<file path="src/rtl/spi_flash_reader.sv">
// spi_flash_reader
// Sequencer that sits upstream of a byte-level SPI engine. On a start request
// it holds the engine enabled (CS low) and sends the read opcode and the
// address, MSB first. It then clocks dummy 8'h00 bytes and streams each
// received byte out on a valid/ready interface. Backpressure is lossless:
// while the consumer stalls, SCK idles and CS stays low.
//
// Optional feature macro: FLASH_FAST_READ_EN
//   defined   : opcode 8'h0B followed by one 8'h00 dummy byte after the address
//   undefined : opcode READ_CMD, no dummy byte
module spi_flash_reader #(
    parameter int         ADDR_W   = 24,
    parameter int         LEN_W    = 16,
    parameter logic [7:0] READ_CMD = 8'h03
) (
    input  logic              clk_in,
    input  logic              reset,
    input  logic              start,
    input  logic [ADDR_W-1:0] start_addr,
    input  logic [LEN_W-1:0]  length,
    output logic [7:0]        out_data,
    output logic              out_valid,
    input  logic              out_ready,
    output logic              done,
    output logic              busy_out,
    output logic              spi_enabled,
    output logic [7:0]        spi_data_in,
    output logic              spi_continue_read,
    input  logic [7:0]        spi_data_out,
    input  logic              spi_busy
);

    localparam int NA = ADDR_W / 8;

`ifdef FLASH_FAST_READ_EN
    localparam logic [7:0] CMD = 8'h0B;
    localparam int         HDR = NA + 2;
`else
    localparam logic [7:0] CMD = READ_CMD;
    localparam int         HDR = NA + 1;
`endif

    // Wide enough to hold HDR itself, which marks the data phase
    localparam int IW = $clog2(HDR + 1);

    typedef enum logic [2:0] {
        IDLE,
        FIRST,
        KICK,
        WAIT_HI,
        WAIT_LO,
        PRESENT,
        FINISH
    } state_t;

    state_t            state_reg;
    logic [ADDR_W-1:0] addr_reg;
    logic [LEN_W-1:0]  rem_reg;
    // Index of the byte currently on the wire; saturates at HDR in the data phase
    logic [IW-1:0]     idx_reg;

    logic [HDR-1:0][7:0] hdr_bytes;
    logic [IW-1:0]       idx_next;
    logic [7:0]          tx_next;

    // Header byte table: opcode, address bytes MSB first, optional dummy byte
    assign hdr_bytes[0] = CMD;
    generate
        for (genvar gi = 0; gi < NA; gi++) begin : g_addr_bytes
            assign hdr_bytes[gi + 1] = addr_reg[ADDR_W - 1 - 8 * gi -: 8];
        end
`ifdef FLASH_FAST_READ_EN
        for (genvar gi = NA + 1; gi < HDR; gi++) begin : g_dummy_bytes
            assign hdr_bytes[gi] = 8'h00;
        end
`endif
    endgenerate

    assign idx_next = idx_reg + IW'(1);

    // Byte to shift out next: remaining header byte, or 8'h00 once reading data
    always_comb begin
        tx_next = 8'h00;
        for (int i = 0; i < HDR; i++) begin
            if (idx_next == IW'(i)) begin
                tx_next = hdr_bytes[i];
            end
        end
    end

    // Transaction sequencer with registered outputs
    always_ff @(posedge clk_in) begin
        if (reset) begin
            state_reg         <= IDLE;
            addr_reg          <= '0;
            rem_reg           <= '0;
            idx_reg           <= '0;
            out_data          <= 8'h00;
            out_valid         <= 1'b0;
            done              <= 1'b0;
            busy_out          <= 1'b0;
            spi_enabled       <= 1'b0;
            spi_data_in       <= 8'h00;
            spi_continue_read <= 1'b0;
        end else begin
            // Single-cycle strobes
            spi_continue_read <= 1'b0;
            done              <= 1'b0;

            case (state_reg)
                IDLE: begin
                    if (start) begin
                        busy_out <= 1'b1;
                        if (length != '0) begin
                            addr_reg    <= start_addr;
                            rem_reg     <= length;
                            idx_reg     <= '0;
                            spi_enabled <= 1'b1;
                            spi_data_in <= CMD;
                            state_reg   <= FIRST;
                        end else begin
                            // Zero-length request: report completion without touching CS
                            done      <= 1'b1;
                            state_reg <= FINISH;
                        end
                    end
                end

                // The engine starts the opcode byte from the enable edge alone
                FIRST: begin
                    state_reg <= WAIT_HI;
                end

                // continue_read was raised on entry; it drops by default here
                KICK: begin
                    state_reg <= WAIT_HI;
                end

                WAIT_HI: begin
                    if (spi_busy) begin
                        state_reg <= WAIT_LO;
                    end
                end

                WAIT_LO: begin
                    if (!spi_busy) begin
                        if (idx_reg < IW'(HDR)) begin
                            // Header byte finished; its received data is meaningless
                            idx_reg           <= idx_next;
                            spi_data_in       <= tx_next;
                            spi_continue_read <= 1'b1;
                            state_reg         <= KICK;
                        end else begin
                            out_data  <= spi_data_out;
                            out_valid <= 1'b1;
                            state_reg <= PRESENT;
                        end
                    end
                end

                // Hold the byte until accepted; SCK stays idle meanwhile
                PRESENT: begin
                    if (out_ready) begin
                        out_valid <= 1'b0;
                        rem_reg   <= rem_reg - LEN_W'(1);
                        if (rem_reg == LEN_W'(1)) begin
                            spi_enabled <= 1'b0;
                            done        <= 1'b1;
                            state_reg   <= FINISH;
                        end else begin
                            spi_data_in       <= 8'h00;
                            spi_continue_read <= 1'b1;
                            state_reg         <= KICK;
                        end
                    end
                end

                // CS is high for this cycle, guaranteeing minimum deselect time
                FINISH: begin
                    busy_out    <= 1'b0;
                    spi_enabled <= 1'b0;
                    spi_data_in <= 8'h00;
                    state_reg   <= IDLE;
                end

                default: begin
                    state_reg <= IDLE;
                end
            endcase
        end
    end

endmodule

</file>
<file path="config.mk">
export PLATFORM = sky130hd
export DESIGN_NAME = spi_flash_reader
export DESIGN_NICKNAME = d
export VERILOG_FILES = /design/src/rtl/spi_flash_reader.sv
export SDC_FILE = /design/constraint.sdc
export NUM_CORES = 1
export LEC_CHECK = 0
export ABC_AREA = 1
export ABC_CLOCK_PERIOD_IN_PS = 1800
export CORE_ASPECT_RATIO = 0.75
export CORE_UTILIZATION = 63
export DETAILED_ROUTE_END_ITERATION = 12
export DONT_BUFFER_PORTS = 1
export GPL_TIMING_DRIVEN = 1
export HOLD_SLACK_MARGIN = 0.08
export PLACE_DENSITY = 0.79
export SYNTH_ARGS = -nofsm -noshare
export SYNTH_HDL_FRONTEND = slang
export SYNTH_SLANG_ARGS = --single-unit
</file>
<file path="constraint.sdc">
create_clock -name clk_in -period 1.8 [get_ports clk_in]
set_input_delay 0.09 -clock clk_in [delete_from_list [all_inputs] [get_ports clk_in]]
set_output_delay 0.09 -clock clk_in [all_outputs]
set_load 0.02 [all_outputs]
</file>
Word level (Yosys, flattened, before mapping)
Cells that the tools add are included.

storage, ports and cells
  register bits after elaboration = 67
  output and inout bits = 21
  logic and storage cells = 103

cells by class
  $add $sub $neg = 2
  $lt $le $gt $ge = 1
  equal/unequal tests = 19
  multiplexer cells = 49
  bitwise gates (word level) = 2
  reduce and logical (&&, ||, !) cells = 19

operators by type and width
  kind                   count
  $mux 8                 9
  $mux 16                3
  $mux 3                 11
  $pmux 16 s2            1
  $pmux 8 s4             1
  $ne 2x2->1 const B     9
  $eq 16x1->1 const B    1
  $mux 1                 16
  $reduce_bool 16->1     1
  $sub 16x1->16 const B  1
  $pmux 3 s5             1
  $eq 3x2->1 const B     4
  $reduce_and 4->1       3
  $reduce_and 5->1       2
  $eq 3x3->1 const B     3
  $pmux 1 s2             4
  $reduce_bool 2->1      4
  $reduce_and 7->1       1
  $eq 3x1->1 const B     2
  $logic_not 3->1        2
  $pmux 3 s2             1
  $reduce_and 3->1       2
  $reduce_bool 4->1      1
  $add 3x1->3 const B    1
  other kinds (7)        8

Longest topological paths before layout
  word-level depth = 9
  mapped depth = 12
  depth with buffers taken out = 12

Worst setup path after synthesis
Ideal clock, no wire load.

  kind = register -> register
  from = reg idx_reg[0]
  to = reg spi_data_in[1]
  library setup time = 0.113 ns
  arrival = 1.396 ns
  required time = 1.687 ns
  path slack = 0.291 ns
  stages on the path, launching flop included = 13
  path buffers = 1
  clock period less this slack = 1.509 ns
  path through = dfxtp_1 -> ha_1 -> inv_1 -> nand2_1 -> nand2_1 -> nand2_1 -> buf_2 -> o21ai_0 -> inv_1 -> nand2_1 -> nand2_1 -> nor2_1 -> nor2_1

on the way
  word-level cells in the longest chain between the ends = 9
  elaborated cells on any way between the ends = 15
  classes of those cells = add/sub (1); order compare (1); eq/ne (4); mux (7); reduce/logical (2)

ends and longest elaborated chain
  element                 RTL line  text
  from (decl)             60        logic [IW-1:0] idx_reg;
  from (signal assigned)  149       idx_reg <= idx_next;
  $add 3x1->3             79        assign idx_next = idx_reg + IW'(1);
  $logic_not 3->1         85        if (idx_next == IW'(i)) begin
  $mux 2                  85
  $mux 8 (3 in series)    85
  $mux 8                  147       if (idx_reg < IW'(HDR)) begin
  $mux 8                  146       if (!spi_busy) begin
  $pmux 8 s4              110       case (state_reg)
  to (signal assigned)    150       spi_data_in <= tx_next;
  to (decl)               27        output logic [7:0] spi_data_in,

Parallel ways exist; a longest one is shown, timed or not. The select of a mux whose other input is x is not followed.
A chain may end at the register's enable or synchronous reset.

Worst setup path after layout
  from = reg idx_reg[0]
  to = reg spi_data_in[3]

on the way
  word-level cells in the longest chain between the ends = 8
  elaborated cells on any way between the ends = 13
  classes of those cells = add/sub (1); order compare (1); eq/ne (4); mux (6); reduce/logical (1)

ends and longest elaborated chain
  element               RTL line
  $add 3x1->3           79
  $eq 3x1->1            85
  $mux 8 (3 in series)  85
  $mux 8                147
  $mux 8                146
  $pmux 8 s4            110

Parallel ways exist; a longest one is shown, timed or not. The select of a mux whose other input is x is not followed.

==> flow_metrics.tcl <==
set metrics [dict create \
    status "completed" \
    switchingPower_mw 2.63 \
    combPwrFrac_pct 42.7 \
    place.gp.congestion 0.962 \
    vdd_ir_drop_max_v 0.000905 \
    path_common_cell "nand3_1" \
    swShare_pct 43.1 \
    drc 0 \
    dp_hpwl_microns 6450 \
    fin_crit_ns 1.71 \
    start_util_pct 66.8 \
    grt_max_degree 50 \
    utilization_pct 81.9 \
    cp_num_buf_inv 2 \
    slew_headroom_pct 30.0 \
    pin_count 74 \
    final_area_sq_mm 0.00446 \
    crit_type "flip-flop to flip-flop" \
    postCtsSetupRepairBufs 0 \
    critPathMaxStageDelay_ns 0.34 \
    ff2ff_path_depth 10 \
    tns_ns 0 \
    max_freq_mhz 585 \
    whs_path_depth 5 \
    dieArea_sq_mm 0.00608 \
    drt-initial-drc-count 334 \
    core_area_sq_mm 0.00544 \
    rsz0062_at_grt "true" \
    reg2reg_from "idx_reg[0]" \
    tightest_slew_ns 1.05 \
    vias_per_cell 5.63 \
    fin_skew_ns 0.00652 \
    p_leak_nw 2.00 \
    clock_latency_ns 0.36 \
    drive_gt1_share_pct 7.61 \
    synth_area_sq_mm 0.00363 \
    antenna_cells 0 \
    power_mw 6.10 \
    die_h_microns 67.8 \
    cts_tree "built" \
    cts-buffers-inserted 9 \
    worstHoldStart "length[3]" \
    antenna_found_initial 0 \
    cts-root-buf "clkbuf_8" \
    cp-start-kind "flip-flop" \
    cap_violations 0 \
    htreeDepth 3 \
    clkPwrFrac_pct 21.3 \
    cp_max_fo 7 \
    critical_path.cell_chain "ha_1, inv_1, nand2_1, nand2_2, inv_1, nor2_4, nand3_1, nand3_1, nand3_1, a21oi_1" \
    fp.dieW_microns 89.7 \
    seqPwrFrac_pct 36.0 \
    grt_overflow 0 \
    final_common_cell "nand2_1" \
    cp-end-kind "flip-flop" \
    setup_viol 0 \
    clock_path_buffers 2 \
    wire_per_inst_microns 14.8 \
    ant_nets 0 \
    largest_register_ff_count 24 \
    grtUsageMet2_pct 54.0 \
    portBuffers 0 \
    grt_pass1_wl_microns 15600 \
    fin_nets 673 \
    cp.required_ns 2.06 \
    cp.depth 10 \
    firstDrtPassIters 6 \
    rows 23 \
    ys_seq_area_share_pct 36.9 \
    final_cell_mix "nand2_1, nor2_1, dfxtp_1" \
    numClockSinks 67 \
    vias 3899 \
    ys_warn_count 0 \
    syn2layout_area_growth_pct 22.7 \
    intPower_mw 3.47 \
    p_per_area_mw_per_mm2 1370 \
    grtUsageMet1_pct 45.8 \
    synthCells 560 \
    hold_class "primary input to flip-flop" \
    met3_usage_pct 11.4 \
    cp_slowest_cell "dfxtp_1" \
    synthDistinctLibCells 30 \
    dp.cells 626 \
    critical_path.top_delay_family "simple AND/OR/NAND/NOR gates" \
    ys_ff_latch 67 \
    timing.final.max_slew_violations 0 \
    grt-busiest-layer "met2" \
    grt_use_total_pct 34.6 \
    instances_no_fill 693 \
    hold_viol 0 \
    drt_wl_total_microns 10300 \
    syn_nets 620 \
    arrival_ns 1.97 \
    finalCritPeriodShare_pct 95.0 \
    crit_start "idx_reg[0]" \
    placedInstanceArea_sq_mm 0.00372 \
    avgSynthCellArea_sq_um 6.49 \
    grt_pass1_vias 3414 \
    clk_pin_slew_ns 0.07 \
]
Yosys cell counts:
cell type	instances	share of area [%]
nand3_2	1	0.28
nor2_2	2	0.34
or2_2	1	0.17
nor2_4	3	0.93
dfxtp_1	67	37
clkbuf_1	11	1.1
inv_1	64	6.6
nand3b_2	1	0.31
nor3_1	1	0.14
buf_4	1	0.21
o21ai_0	53	7.3
inv_2	5	0.52
a21boi_4	1	0.52
nand2_1	132	14
nor2_8	1	0.55
or2_1	1	0.17
nand3b_1	1	0.21
o21ai_1	1	0.14
a21o_1	1	0.21
xnor2_1	2	0.48
nand4_1	6	1.0
buf_6	3	0.93
nand2_4	1	0.31
ha_1	7	2.4
buf_2	4	0.55
a21oi_1	53	7.3
o21bai_1	8	1.7
nor2_1	77	8.0
nand3_1	49	6.7
nand2_2	2	0.34
repair_timing:
item / in CTS / in global routing
gates resized for setup: 0 / 7
hold buffers: 51 / 0
hold endpoints to repair: 64 / 0
endpoints found under the setup margin: 0 / 9
layout make-up:
type / count / area [sq um]
multi-input combinational: 405 / 1950
sequential: 67 / 1340
fill: 368 / 982
timing repair buffer: 61 / 611
inverter: 69 / 259
clock buffer: 11 / 141
tap: 75 / 93.8
clock inverter: 5 / 61.3
kinds of logic after synthesis:
kind of cell | Yosys count | share of synthesized area [%]
xor gates and xnor gates | 2 | 0.482
buffers and inverters | 88 | 9.95
and+or+nand+nor | 279 | 33.1
DFF | 67 | 36.9
AOI/OAI and AO/OA | 117 | 17.1
adders and majority gates | 7 | 2.41
path summary, 6_finish.rpt:
path | endpoint | slack [ns]
max | spi_data_in[3] | 0.09
min | done | 0.09
max reg2reg | spi_data_in[3] | 0.09
min reg2reg | addr_reg[13] | 0.45
per-stage QoR:
stage,hold WS (ns),setup WS [ns]
2_1_floorplan,0.225,0.291
3_3_place_gp,0.162,0.156
3_5_place_dp,0.165,0.0688
4_1_cts,0.0864,0.0227
5_1_grt,0.124,-0.0435
6_report,0.0928,0.0897
routing by layer:
metal,part of all wire (%),routed length (microns)
met1,44,4520
met2,44,4510
met3,11,1130
met4,1.2,123
met5,0,0
power by group through the flow:
stage | registers (mW) | clock network [mW] | logic [mW]
final | 2.20 | 1.30 | 2.60
after global routing | 2.24 | 1.36 | 2.91
after CTS | 2.18 | 1.30 | 2.52
after detailed placement | 2.21 | 0 | 2.39
after global placement | 2.21 | 0 | 2.33
after floorplan | 2.13 | 0 | 1.93
worst reg2reg max path, delay by kind of cell, from the launching register on:
| family | cells | cell delay [ns] |
|---|---|---|
| simple gates | 6 | 0.65 |
| fa+ha+maj | 1 | 0.24 |
| compound gates | 1 | 0.19 |
| buf+inv | 2 | 0.19 |
| flops | 1 | 0.34 |
(Power assumes the default switching activity.)
